[config.mk]
export PLATFORM = sky130hd
export DESIGN_NAME = imem_loader_flat
export DESIGN_NICKNAME = d
export VERILOG_FILES = /design/src/rtl/imem_loader_if.sv /design/src/rtl/imem_loader.sv /design/src/flat_wrapper.sv
export SDC_FILE = /design/constraint.sdc
export NUM_CORES = 1
export LEC_CHECK = 0
export ABC_AREA = 1
export BUFFER_PORTS_ARGS = -buffer_cell sky130_fd_sc_hd__buf_2
export CAP_MARGIN = 15
export CORE_AREA = 4 4 68 133
export DETAILED_ROUTE_END_ITERATION = 10
export DIE_AREA = 0 0 72 137
export PLACE_DENSITY = 0.7
export SYNTH_ARGS = -nofsm -noshare
export SYNTH_HDL_FRONTEND = slang
export SYNTH_SLANG_ARGS = --single-unit
[constraint.sdc]
create_clock -name clock -period 1.8 [get_ports clock]
set_input_delay 0.36 -clock clock [delete_from_list [all_inputs] [get_ports clock]]
set_output_delay 0.36 -clock clock [all_outputs]
set_load 0.02 [all_outputs]
[src/rtl/imem_loader_if.sv]
// Byte-stream input and instruction-memory write/status bundle for imem_loader.
// slave = loader side, master = stream source / memory / core side.
interface imem_loader_if #(
  parameter int unsigned ADDR_W = 8
);
  logic              byte_valid;
  logic [7:0]        byte_data;
  logic              byte_ready;
  logic              imem_we;
  logic [ADDR_W-1:0] imem_addr;
  logic [31:0]       imem_wdata;
  logic              cpu_run;
  logic              load_error;

  modport slave (
    input  byte_valid, byte_data,
    output byte_ready, imem_we, imem_addr, imem_wdata, cpu_run, load_error
  );

  modport master (
    output byte_valid, byte_data,
    input  byte_ready, imem_we, imem_addr, imem_wdata, cpu_run, load_error
  );
endinterface

[src/rtl/imem_loader.sv]
// Boot loader: word-count header + big-endian instruction bytes -> imem writes, then releases the core.
// Optional trailing XOR checksum byte when LOADER_CHECKSUM_EN is defined.
module imem_loader #(
  parameter int unsigned ADDR_W = 8
) (
  input  logic        clock,
  input  logic        reset,
  imem_loader_if.slave bus
);

  localparam int unsigned CNT_W = ADDR_W + 1;
  localparam int unsigned DEPTH = 32'd1 << ADDR_W;

  typedef enum logic [2:0] {
    S_HDR_HI = 3'd0,
    S_HDR_LO = 3'd1,
    S_DATA   = 3'd2,
`ifdef LOADER_CHECKSUM_EN
    S_CHK    = 3'd3,
`endif
    S_DONE   = 3'd4,
    S_ERROR  = 3'd5
  } state_t;

`ifdef LOADER_CHECKSUM_EN
  localparam state_t S_FIN = S_CHK;
`else
  localparam state_t S_FIN = S_DONE;
`endif

  state_t             r_state, w_state_nxt;
  logic               r_byte_ready, r_imem_we, r_cpu_run, r_load_error;
  logic [ADDR_W-1:0]  r_imem_addr;
  logic [31:0]        r_imem_wdata;
  logic [7:0]         r_hdr_hi;
  logic [CNT_W-1:0]   r_nwords, r_word_cnt;
  logic [1:0]         r_byte_cnt;
  logic [23:0]        r_shift;
`ifdef LOADER_CHECKSUM_EN
  logic [7:0]         r_chk;
`endif

  logic               w_xfer, w_hdr_ovf, w_hdr_zero, w_word_end, w_last_word;
  logic [15:0]        w_hdr_n;
  logic               w_ready_nxt, w_we_nxt, w_run_nxt, w_err_nxt;

  assign w_xfer      = bus.byte_valid & r_byte_ready;
  assign w_hdr_n     = {r_hdr_hi, bus.byte_data};
  assign w_hdr_ovf   = 32'(w_hdr_n) > 32'(DEPTH);
  assign w_hdr_zero  = (w_hdr_n == 16'd0);
  assign w_word_end  = (r_byte_cnt == 2'd3);
  assign w_last_word = (r_word_cnt == (r_nwords - CNT_W'(1)));

  // State register
  always_ff @(posedge clock) begin
    if (!reset) r_state <= S_HDR_HI;
    else        r_state <= w_state_nxt;
  end

  // Next-state logic; every exit is taken on a transfer edge
  always_comb begin
    w_state_nxt = r_state;
    case (r_state)
      S_HDR_HI: if (w_xfer) w_state_nxt = S_HDR_LO;
      S_HDR_LO: if (w_xfer) begin
        if (w_hdr_ovf)       w_state_nxt = S_ERROR;
        else if (w_hdr_zero) w_state_nxt = S_FIN;
        else                 w_state_nxt = S_DATA;
      end
      S_DATA:   if (w_xfer && w_word_end && w_last_word) w_state_nxt = S_FIN;
`ifdef LOADER_CHECKSUM_EN
      S_CHK:    if (w_xfer) w_state_nxt = (bus.byte_data == r_chk) ? S_DONE : S_ERROR;
`endif
      default:  w_state_nxt = r_state;
    endcase
  end

  // Next values of the registered outputs
  always_comb begin
    w_ready_nxt = 1'b1;
    w_we_nxt    = 1'b0;
    w_run_nxt   = 1'b0;
    w_err_nxt   = 1'b0;
    if (w_state_nxt == S_DONE || w_state_nxt == S_ERROR) w_ready_nxt = 1'b0;
    if (r_state == S_DATA && w_xfer && w_word_end)       w_we_nxt    = 1'b1;
    if (r_state == S_DONE)                               w_run_nxt   = 1'b1;
    if (r_state == S_ERROR)                              w_err_nxt   = 1'b1;
  end

  // Output registers and word assembly; a reset drops any partial word
  always_ff @(posedge clock) begin
    if (!reset) begin
      r_byte_ready <= 1'b0;
      r_imem_we    <= 1'b0;
      r_cpu_run    <= 1'b0;
      r_load_error <= 1'b0;
      r_imem_addr  <= '0;
      r_imem_wdata <= '0;
      r_hdr_hi     <= '0;
      r_nwords     <= '0;
      r_word_cnt   <= '0;
      r_byte_cnt   <= '0;
      r_shift      <= '0;
`ifdef LOADER_CHECKSUM_EN
      r_chk        <= '0;
`endif
    end else begin
      r_byte_ready <= w_ready_nxt;
      r_imem_we    <= w_we_nxt;
      r_cpu_run    <= w_run_nxt;
      r_load_error <= w_err_nxt;
      if (w_xfer) begin
        case (r_state)
          S_HDR_HI: r_hdr_hi <= bus.byte_data;
          S_HDR_LO: begin
            r_nwords   <= CNT_W'(w_hdr_n);
            r_word_cnt <= '0;
            r_byte_cnt <= '0;
          end
          S_DATA: begin
            r_byte_cnt <= r_byte_cnt + 2'd1;
            r_shift    <= {r_shift[15:0], bus.byte_data};
`ifdef LOADER_CHECKSUM_EN
            r_chk      <= r_chk ^ bus.byte_data;
`endif
            if (w_word_end) begin
              r_word_cnt   <= r_word_cnt + CNT_W'(1);
              r_imem_addr  <= ADDR_W'(r_word_cnt);
              r_imem_wdata <= {r_shift, bus.byte_data};
            end
          end
          default: ;
        endcase
      end
    end
  end

  assign bus.byte_ready = r_byte_ready;
  assign bus.imem_we    = r_imem_we;
  assign bus.imem_addr  = r_imem_addr;
  assign bus.imem_wdata = r_imem_wdata;
  assign bus.cpu_run    = r_cpu_run;
  assign bus.load_error = r_load_error;

endmodule

[src/flat_wrapper.sv]
// flat-port wrapper written by rule: the top's interface ports become plain ports
module imem_loader_flat 
#(
  parameter int unsigned ADDR_W = 8
)
  (clock, reset, bus_byte_valid, bus_byte_data, bus_byte_ready, bus_imem_we, bus_imem_addr, bus_imem_wdata, bus_cpu_run, bus_load_error);
  imem_loader_if #(.ADDR_W(ADDR_W)) bus_i ();
  input  logic clock;
  input  logic reset;
  input wire logic [$bits(bus_i.byte_valid)-1:0] bus_byte_valid;
  input wire logic [$bits(bus_i.byte_data)-1:0] bus_byte_data;
  output wire logic [$bits(bus_i.byte_ready)-1:0] bus_byte_ready;
  output wire logic [$bits(bus_i.imem_we)-1:0] bus_imem_we;
  output wire logic [$bits(bus_i.imem_addr)-1:0] bus_imem_addr;
  output wire logic [$bits(bus_i.imem_wdata)-1:0] bus_imem_wdata;
  output wire logic [$bits(bus_i.cpu_run)-1:0] bus_cpu_run;
  output wire logic [$bits(bus_i.load_error)-1:0] bus_load_error;
  assign bus_i.byte_valid = bus_byte_valid;
  assign bus_i.byte_data = bus_byte_data;
  assign bus_byte_ready = bus_i.byte_ready;
  assign bus_imem_we = bus_i.imem_we;
  assign bus_imem_addr = bus_i.imem_addr;
  assign bus_imem_wdata = bus_i.imem_wdata;
  assign bus_cpu_run = bus_i.cpu_run;
  assign bus_load_error = bus_i.load_error;
  imem_loader #(.ADDR_W(ADDR_W)) u_core (.clock(clock), .reset(reset), .bus(bus_i));
endmodule
## Word-level counts from Yosys, hierarchy flattened

Cells that the tools add are included.

- Bits in registers: 99
- Bits of input ports: 11
- Word-level logic and storage cells: 53

- Add/subtract/negate cells: 3
- Order comparisons: 1
- Equal/unequal tests: 9
- Mux-type cells: 13
- Bitwise logic cells: 1
- Reduce and logical (&&, ||, !) cells: 14

Operator list:

| cell | number |
|---|---|
| case mux 9 bit (2 select lines) | 1 |
| greater-than comparator 16 x 9 -> 1 bit, second input constant | 1 |
| zero test 16 bit | 1 |
| 2-to-1 mux 3 bit | 5 |
| equality test 3 bit, second input constant | 4 |
| adder 9 x 1 -> 9 bit, second input constant | 1 |
| equality test 9 bit | 1 |
| 2-to-1 mux 9 bit | 1 |
| case mux 3 bit (3 select lines) | 1 |
| subtractor 9 x 1 -> 9 bit, second input constant | 1 |
| AND reduction 2 bit | 4 |
| AND reduction 3 bit | 2 |
| logical AND 1 bit | 4 |
| 2-to-1 mux 1 bit | 4 |
| case mux 2 bit (2 select lines) | 1 |
| equality test 3 x 1 -> 1 bit, second input constant | 1 |
| equality test 3 x 2 -> 1 bit, second input constant | 1 |
| zero test 3 bit | 1 |
| adder 2 x 1 -> 2 bit, second input constant | 1 |
| equality test 2 bit, second input constant | 1 |
| != test 2 x 1 -> 1 bit, second input constant | 1 |
| nonzero test 2 bit | 1 |
| AND 1 bit | 1 |
| logical OR 1 bit | 1 |

## Logic depth before layout (Yosys ltp)

Gate-level depths: netlist (run 1).

- Word-level depth: 8
- Mapped depth: 15
- Gate-level depth less buffers: 15

## Least setup slack after synthesis (run 1)

Ideal clock, no wire load.

- Kind: register to register
- Start point: register u_core.r_nwords[0]
- End point: register u_core.r_byte_ready, in the netlist u_core.bus.byte_ready
- Library setup time: 114 ps
- Data arrival time: 1,436 ps
- Required time: 1,686 ps
- Slack: 250 ps
- Cell stages (with the launch flop): 15
- Cell sequence: dfxtp_1 inv_1 ha_1 inv_1 nand2_1 nand2_1 nand3_1 nor2_1 nand2_1 nor2_1 nand3_1 nand2_1 nand3_1 nand2_1 nand2_1

- Longest elaborated chain between the ends: 8

Ends and longest elaborated chain:

| item | RTL line | RTL |
|---|---|---|
| start, declared | imem_loader.sv:36 | `logic [CNT_W-1:0] r_nwords, r_word_cnt;` |
| start signal, assigned | imem_loader.sv:116 | `r_nwords <= CNT_W'(w_hdr_n);` |
| subtractor 9 x 1 -> 9 bit * | imem_loader.sv:52 | `assign w_last_word = (r_word_cnt == (r_nwords - CNT_W'(1)));` |
| equality test 9 bit * | imem_loader.sv:52 |  |
| logical AND 1 bit * | imem_loader.sv:70 | `S_DATA: if (w_xfer && w_word_end && w_last_word) w_state_nxt = S_FIN;` |
| 2-to-1 mux 3 bit * | imem_loader.sv:70 |  |
| case mux 3 bit (3 select lines) * | imem_loader.sv:63 | `case (r_state)` |
| equality test 3 bit | imem_loader.sv:84 | `if (w_state_nxt == S_DONE \|\| w_state_nxt == S_ERROR) w_ready_nxt = 1'b0;` |
| logical OR 1 bit * | imem_loader.sv:84 |  |
| 2-to-1 mux 1 bit * | imem_loader.sv:84 |  |
| end signal, assigned | imem_loader.sv:108 | `r_byte_ready <= w_ready_nxt;` |
| end, declared | imem_loader.sv:32 | `logic r_byte_ready, r_imem_we, r_cpu_run, r_load_error;` |

Mark *: on every way between the ends. The rest lies on a longest branch, timed or not.
A chain may end at the register's enable or synchronous reset.

## Worst setup path in the final report (run 1)

- Start point: register u_core.r_state[1]
- End point: register u_core.r_word_cnt[6]

- Longest elaborated chain between the ends: 3

Ends and longest elaborated chain:

| item | RTL line | RTL |
|---|---|---|
| start, declared | imem_loader.sv:31 | `state_t r_state, w_state_nxt;` |
| start signal, assigned | imem_loader.sv:57 | `else r_state <= w_state_nxt;` |
| equality test 3 x 2 -> 1 bit or equality test 3 x 1 -> 1 bit (tied branches) | imem_loader.sv:113 | `case (r_state)` |
| != test 2 x 1 -> 1 bit (no line) or nonzero test 2 bit (tied branches) | n/a |  |
| AND reduction 3 bit (no line) | n/a |  |
| end signal, assigned | imem_loader.sv:127 | `r_word_cnt <= r_word_cnt + CNT_W'(1);` |
| end, declared | imem_loader.sv:36 |  |

Parallel ways exist; a longest one is shown, timed or not.

==> results of run 1 <==
==> layout make-up <==
cell class	count	area [um^2]	area share
clock buffers	10	239.0	0.05085
well taps	96	120.1	0.02556
multi-input cells	355	1687	0.3589
clock inverters	6	71.32	0.01518
flip-flops and latches	99	1984	0.4223
inverters	50	190.2	0.04047
repair buffers	69	407.9	0.08679
==> stage by stage <==
stage | total power [uW] | cells
floorplan | 2510 | 527
global route | 4694 | 685
CTS | 4573 | 685
global placement | 2608 | 669
finish | 4533 | 685
detailed placement | 2612 | 669
==> cell usage in the layout (no fill, tap or decap), types with 2 or more instances in the layout <==
| cell | n |
|---|---|
| buf_4 | 13 |
| nand4_1 | 4 |
| dfxtp_2 | 2 |
| a21oi_1 | 51 |
| buf_2 | 54 |
| inv_2 | 3 |
| nor3_1 | 8 |
| nor2_1 | 87 |
| nand3_1 | 25 |
| inv_6 | 2 |
| ha_1 | 2 |
| xor2_1 | 5 |
| nor2_2 | 3 |
| nand2_1 | 84 |
| buf_12 | 2 |
| inv_1 | 45 |
| nand2_2 | 3 |
| dfxtp_1 | 97 |
| clkbuf_16 | 9 |
| nor4_1 | 2 |
| o21ai_0 | 70 |
==> synthesized netlist by cell type, types with 4 or more instances <==
| cell type | count | area, um^2 |
|---|---|---|
| clkbuf_1 | 15 | 56.30 |
| xor2_1 | 5 | 43.79 |
| inv_1 | 45 | 168.9 |
| nor3_1 | 8 | 40.04 |
| buf_2 | 6 | 30.03 |
| nor2_1 | 88 | 330.3 |
| nand2_1 | 84 | 315.3 |
| nand3_1 | 25 | 125.1 |
| dfxtp_1 | 99 | 1982 |
| nand4_1 | 4 | 25.02 |
| o21ai_0 | 70 | 350.3 |
| a21oi_1 | 51 | 255.2 |
==> cells by family after synthesis <==
| group | count (synthesis) | synth area share |
|---|---|---|
| buffers and inverters | 73 | 0.07195 |
| adder cells (fa/ha/maj) | 3 | 0.009510 |
| AO/OA/AOI/OAI | 123 | 0.1572 |
| AND/OR/NAND/NOR | 223 | 0.2460 |
| flip-flops | 99 | 0.5021 |
| XOR/XNOR | 6 | 0.01331 |
==> power by group <==
group | internal, uW | switching [uW] | leakage [uW]
Combinational | 105 | 210 | 0.00114
Clock | 1130 | 836 | 0.000151
Sequential | 2230 | 24.3 | 0.000800
Total | 3460 | 1070 | 0.00209
==> sequential cells by signal (all words and copies together), names as in the netlist <==
signal	cells
u_core.bus.imem_we	1
u_core.bus.cpu_run	1
u_core.r_word_cnt	9
u_core.bus.imem_addr	8
u_core.r_hdr_hi	8
u_core.bus.imem_wdata	32
u_core.r_shift	24
u_core.r_byte_cnt	2
u_core.r_state	3
u_core.bus.load_error	1
u_core.bus.byte_ready	1
u_core.r_nwords	9
==> worst reg2reg max path, delay by kind of cell, from the launching register on <==
family	cells	cell delay (ps)
simple gates	7	780
flops	1	460
buf+inv	2	150
xor+xnor	1	150
==> worst paths after layout <==
check / startpoint / end / slack [ps] / cells after the start
max: u_core.r_state[1]$_SDFF_PN0_ / u_core.r_word_cnt[6]$_SDFFE_PN0P_ / 160 / 10
min: bus_byte_data[6] / u_core.r_hdr_hi[6]$_SDFFE_PN0P_ / 320 / 3
max reg2reg: u_core.r_state[1]$_SDFF_PN0_ / u_core.r_word_cnt[6]$_SDFFE_PN0P_ / 160 / 10
min reg2reg: u_core.r_state[0]$_SDFF_PN0_ / u_core.bus.cpu_run$_SDFF_PN0_ / 460 / 1
==> per-layer routing <==
layer / up-vias / track usage / part of all wire
li1: 1813 / - / -
met1: 1630 / 0.2230 / 0.37
met2: 77 / 0.3945 / 0.56
met3: 24 / 0.03676 / 0.031
met4: 0 / 0.1046 / 0.035
met5: - / 0 / 0
==> results.py, run 1 <==
metrics = {
    "run_status": {
        "status": "finished clean",
    },
    "hold_path": {
        "min_path_type": "input pin to register",
    },
    "global_routing": {
        "grt_max_degree": 60,
        "first_global_vias": 3442,
        "grt_pass1_wl_mm": 16.11,
        "grt.overflow.total": 0,
        "antenna_found_initial": 0,
        "grt_usage": 0.2121,
    },
    "floorplanning": {
        "dieArea_um2": 9864,
        "coreArea_um2": 7943,
        "rows": 46,
        "ios": 55,
        "fp.dieH_um": 137,
        "start_util": 0.4970,
        "dieWidth_um": 72,
    },
    "yosys": {
        "yosysUniqueCellTypes": 30,
        "synth_edf_count": 0,
        "ys_seq_elements": 99,
        "ys_seq_area_frac": 0.5021,
        "syn_nets": 541,
        "synth_flop_cell": "dfxtp_1",
        "syn_avg_cell_area_um2": 7.491,
        "ys_warn_count": 0,
        "syn_area_um2": 3948,
        "netlist_instances": 527,
        "synthArstFlopShare": 0,
    },
    "timing": {
        "hold_violations": 0,
        "worst_pin_slew_ps": 282.6,
        "fin_skew_ps": 5.695,
        "drv_slew": 0,
        "post-route-period-util": 0.9123,
        "fmax_mhz": 608.9,
        "worst_slack_ps": 157.8,
        "finalCriticalPeriod_ps": 1642,
        "slew_headroom": 0.8101,
        "final.setup.tns_ps": 0,
        "finalSetupViolations": 0,
        "grt_setup_unrepaired": "no",
        "fin_hold_ws_ps": 324.0,
    },
    "place": {
        "dp_hpwl_mm": 7.290,
        "port_buffers": 54,
        "dpl_worst_slack_ps": 101.9,
        "post_dp_cell_area_um2": 4382,
        "gp_congestion": 0.9318,
    },
    "detailed_routing": {
        "first_pass_iters": 5,
        "num_vias": 3544,
        "drc": 0,
        "totalWireLength_mm": 9.911,
        "vias_per_cell": 5.174,
        "antenna_left": 0,
        "avgRoutedWirePerCell_um": 14.47,
        "first_iter_violations": 178,
    },
    "final_layout": {
        "final_core_util": 0.5917,
        "n_fill_cell": 757,
        "post-route-cell-area_um2": 4700,
        "n_antenna_cell": 0,
        "fin_nets": 598,
        "drive_gt1_frac": 0.1766,
        "syn_to_final_growth_pct": 19.05,
    },
    "worst_setup_path": {
        "crit_chain": "inv_2, nor2_8, nand2_4, nand2_8, inv_4, nor3_4, nand2_2, nor2_2, xor2_1, nor2_1",
        "crit_buf_inv": 2,
        "critPathLaunchType": "register",
        "cpLargestDelayFamily": "simple AND/OR/NAND/NOR gates",
        "max_stage_delay_ps": 460,
        "cp_data_arrival_time_ps": 1870,
        "path_class": "register to register",
        "cp_max_fo": 7,
        "crit_slowest_cell": "dfxtp_1",
        "endpoint_kind": "register",
        "cp_data_required_time_ps": 2030,
    },
    "cts": {
        "clk_pin_slew_ps": 70,
        "hold_buffers": 0,
        "cts.sinks": 99,
        "clock_latency_ps": 340,
        "clockRootBuffer": "clkbuf_16",
        "cts.path.max_buffers": 2,
        "cts_resized": 0,
        "h-tree-depth": 3,
        "cts_tree": "built",
        "post_cts_buffers": 0,
        "cts_buffers": 9,
    },
    "power": {
        "power_leakage_uw": 0.002092,
        "irDropWorstVdd_mv": 0.6448,
        "p_per_area_nw_per_um2": 964.5,
    },
    "run": {
        "maxCapViolations": 0,
    },
}
Note: power is estimated with default switching activity, not from simulation.
==> run 2: changes to the inputs <==
Settings changed: CORE_AREA 4 4 68 133 to 4 4 105 87, DIE_AREA 0 0 72 137 to 0 0 109 91.
==> run 2 against run 1 <==
- clock skew grew 1.4 ps
- critical path type unchanged
- worst hold slack got worse by 42 ps
- power shrank 11%
- non-clock buffer count shrank 2
- sequential cell count unchanged
- utilization decreased by 1.2 points
- critical path depth is the same
- first-iteration DRC count grew 0.56%
- final cell count is 1.5% higher
- fmax is 1.4% lower
- clock power fell by 24%
- count of clock-buffer cells in the layout shrank 1
==> results.py, run 2 (synthesized netlist as in run 1, its figures left out) <==
metrics = {
    "global_routing": {
        "grt.overflow.total": 0,
        "grt_usage": 0.1957,
        "grt_max_degree": 44,
        "first_global_vias": 3252,
        "antenna_found_initial": 0,
        "grt_pass1_wl_mm": 15.63,
    },
    "place": {
        "gp_congestion": 0.8614,
        "dp_hpwl_mm": 6.701,
        "placedCellCount": 678,
        "post_dp_cell_area_um2": 4374,
        "port_buffers": 54,
        "dpl_worst_slack_ps": 121.1,
    },
    "detailed_routing": {
        "first_iter_violations": 179,
        "num_vias": 3540,
        "avgRoutedWirePerCell_um": 13.30,
        "totalWireLength_mm": 9.241,
        "vias_per_cell": 5.094,
        "drc": 0,
        "first_pass_iters": 5,
        "wl_met1_mm": 4.657,
        "antenna_left": 0,
        "wl_met3_um": 626,
        "highest_layer": "met4",
        "dr_wl_met2_mm": 3.889,
    },
    "cts": {
        "clk_pin_slew_ps": 100,
        "cts.path.max_buffers": 2,
        "clockRootBuffer": "clkbuf_8",
        "cts_buffers": 9,
        "cts_tree": "built",
        "h-tree-depth": 3,
        "cts.sinks": 99,
        "clock_latency_ps": 360,
    },
    "worst_setup_path": {
        "endpoint_kind": "register",
        "cp_max_fo": 8,
        "max_stage_delay_ps": 490,
        "cp_data_arrival_time_ps": 1920,
        "critPathLaunchType": "register",
        "cp_data_required_time_ps": 2060,
        "path_class": "register to register",
        "crit_buf_inv": 2,
        "crit_slowest_cell": "dfxtp_1",
        "cpLargestDelayFamily": "simple AND/OR/NAND/NOR gates",
        "crit_chain": "inv_2, nor2_8, nand2_4, nand2_8, inv_4, nor3_4, nand2_2, nor2_2, xor2_1, nor2_1",
    },
    "timing": {
        "grt_setup_unrepaired": "no",
        "fmax_mhz": 600.6,
        "finalSetupViolations": 0,
        "fin_skew_ps": 7.057,
        "finalCriticalPeriod_ps": 1665,
        "worst_slack_ps": 135.0,
        "hold_violations": 0,
        "slew_headroom": 0.7359,
        "worst_pin_slew_ps": 392.0,
        "post-route-period-util": 0.9250,
        "final.setup.tns_ps": 0,
        "drv_slew": 0,
    },
    "floorplanning": {
        "coreArea_um2": 7946,
        "dieArea_um2": 9919,
        "rows": 29,
        "ios": 55,
        "dieWidth_um": 109,
        "fp.dieH_um": 91,
        "start_util": 0.4968,
    },
    "final_layout": {
        "final_cells": 695,
        "largest_register_ffs": 32,
        "post-route-cell-area_um2": 4604,
        "syn_to_final_growth_pct": 16.64,
        "final_cell_mix": "97 x dfxtp_1, 88 x nor2_1, 84 x nand2_1",
        "final_common_cell": "dfxtp_1",
        "n_antenna_cell": 0,
        "drive_gt1_frac": 0.1721,
        "fin_nets": 596,
        "n_fill_cell": 772,
    },
    "power": {
        "p_clk_frac": 0.366,
        "irDropWorstVdd_mv": 0.4415,
        "p_sw_frac": 0.2610,
        "p_per_area_nw_per_um2": 880.5,
        "intPower_uw": 2996,
        "seqPwrFrac": 0.555,
        "p_sw_uw": 1058,
        "finalPower_uw": 4054,
        "share_comb_of_total_power": 0.079,
        "power_leakage_uw": 0.002030,
    },
    "run": {
        "maxCapViolations": 0,
    },
    "run_status": {
        "status": "finished clean",
    },
    "hold_path": {
        "min_path_type": "input pin to register",
    },
}
-- run 2: cell count changes in the layout (fill, tap and decap cells not counted), sizes merged --
cell	change
buf	-2
clkbuf	-1
inv	-2
clkinvlp	+2
clkinv	+1
-- run 2: per-stage QoR --
stage               hold slack [ps]    util
finish                        282.2  0.5794
global route                  275.2  0.5794
CTS                           273.9  0.5772
detailed placement            451.7  0.5505
global placement              432.0  0.5505
floorplan                     415.6       -
-- run 2: worst paths after layout --
path                                startpoint                           endpoint  slack [ps]  cells past startpoint
max               u_core.r_state[1]$_SDFF_PN0_  u_core.r_word_cnt[6]$_SDFFE_PN0P_         130                     10
min                           bus_byte_data[2]    u_core.r_hdr_hi[2]$_SDFFE_PN0P_         280                      3
max reg2reg       u_core.r_state[1]$_SDFF_PN0_  u_core.r_word_cnt[6]$_SDFFE_PN0P_         130                     10
min reg2reg  u_core.r_byte_cnt[0]$_SDFFE_PN0P_  u_core.r_byte_cnt[0]$_SDFFE_PN0P_         470                      1
-- run 2: cell type report --
type	count	area, um^2	area share
flip-flops and latches	99	1984	0.4310
multi-input cells	355	1689	0.3668
repair buffers	67	392.9	0.08533
inverters	50	190.2	0.04130
well taps	108	135.1	0.02935
clock buffers	9	123.9	0.02690
clock inverters	7	88.84	0.01929
-- run 2: what timing repair did --
| item | CTS | global route |
|---|---|---|
| resized for setup | 0 | 4 |
| setup endpoints to repair | 0 | 5 |
| hold buffers | 0 | 0 |
| hold endpoints to repair | 0 | 0 |
| setup buffers | 0 | 1 |
-- run 2: routing by layer --
layer  global-route usage  up-vias
li1                     -     1815
met1               0.2934     1616
met2               0.2848      101
met3              0.04539        8
met4              0.04522        0
met5                    0        -
-- run 2: worst reg2reg max path, stage by stage, from the launching register on --
cell     delay (ps)
dfxtp_1         490
inv_2           110
nor2_8          170
nand2_4         120
nand2_8         110
inv_4            50
nor3_4          130
nand2_2          90
nor2_2          100
xor2_1          150
nor2_1           50
-- run 2: power by group through the flow --
stage          clock [uW]  combinational, uW  sequential (uW)
3_3_place_gp            0                308             2300
6_report             1490                318             2250
5_1_grt              1620                362             2260
2_1_floorplan           0                214             2300
4_1_cts              1520                314             2250
3_5_place_dp            0                312             2300
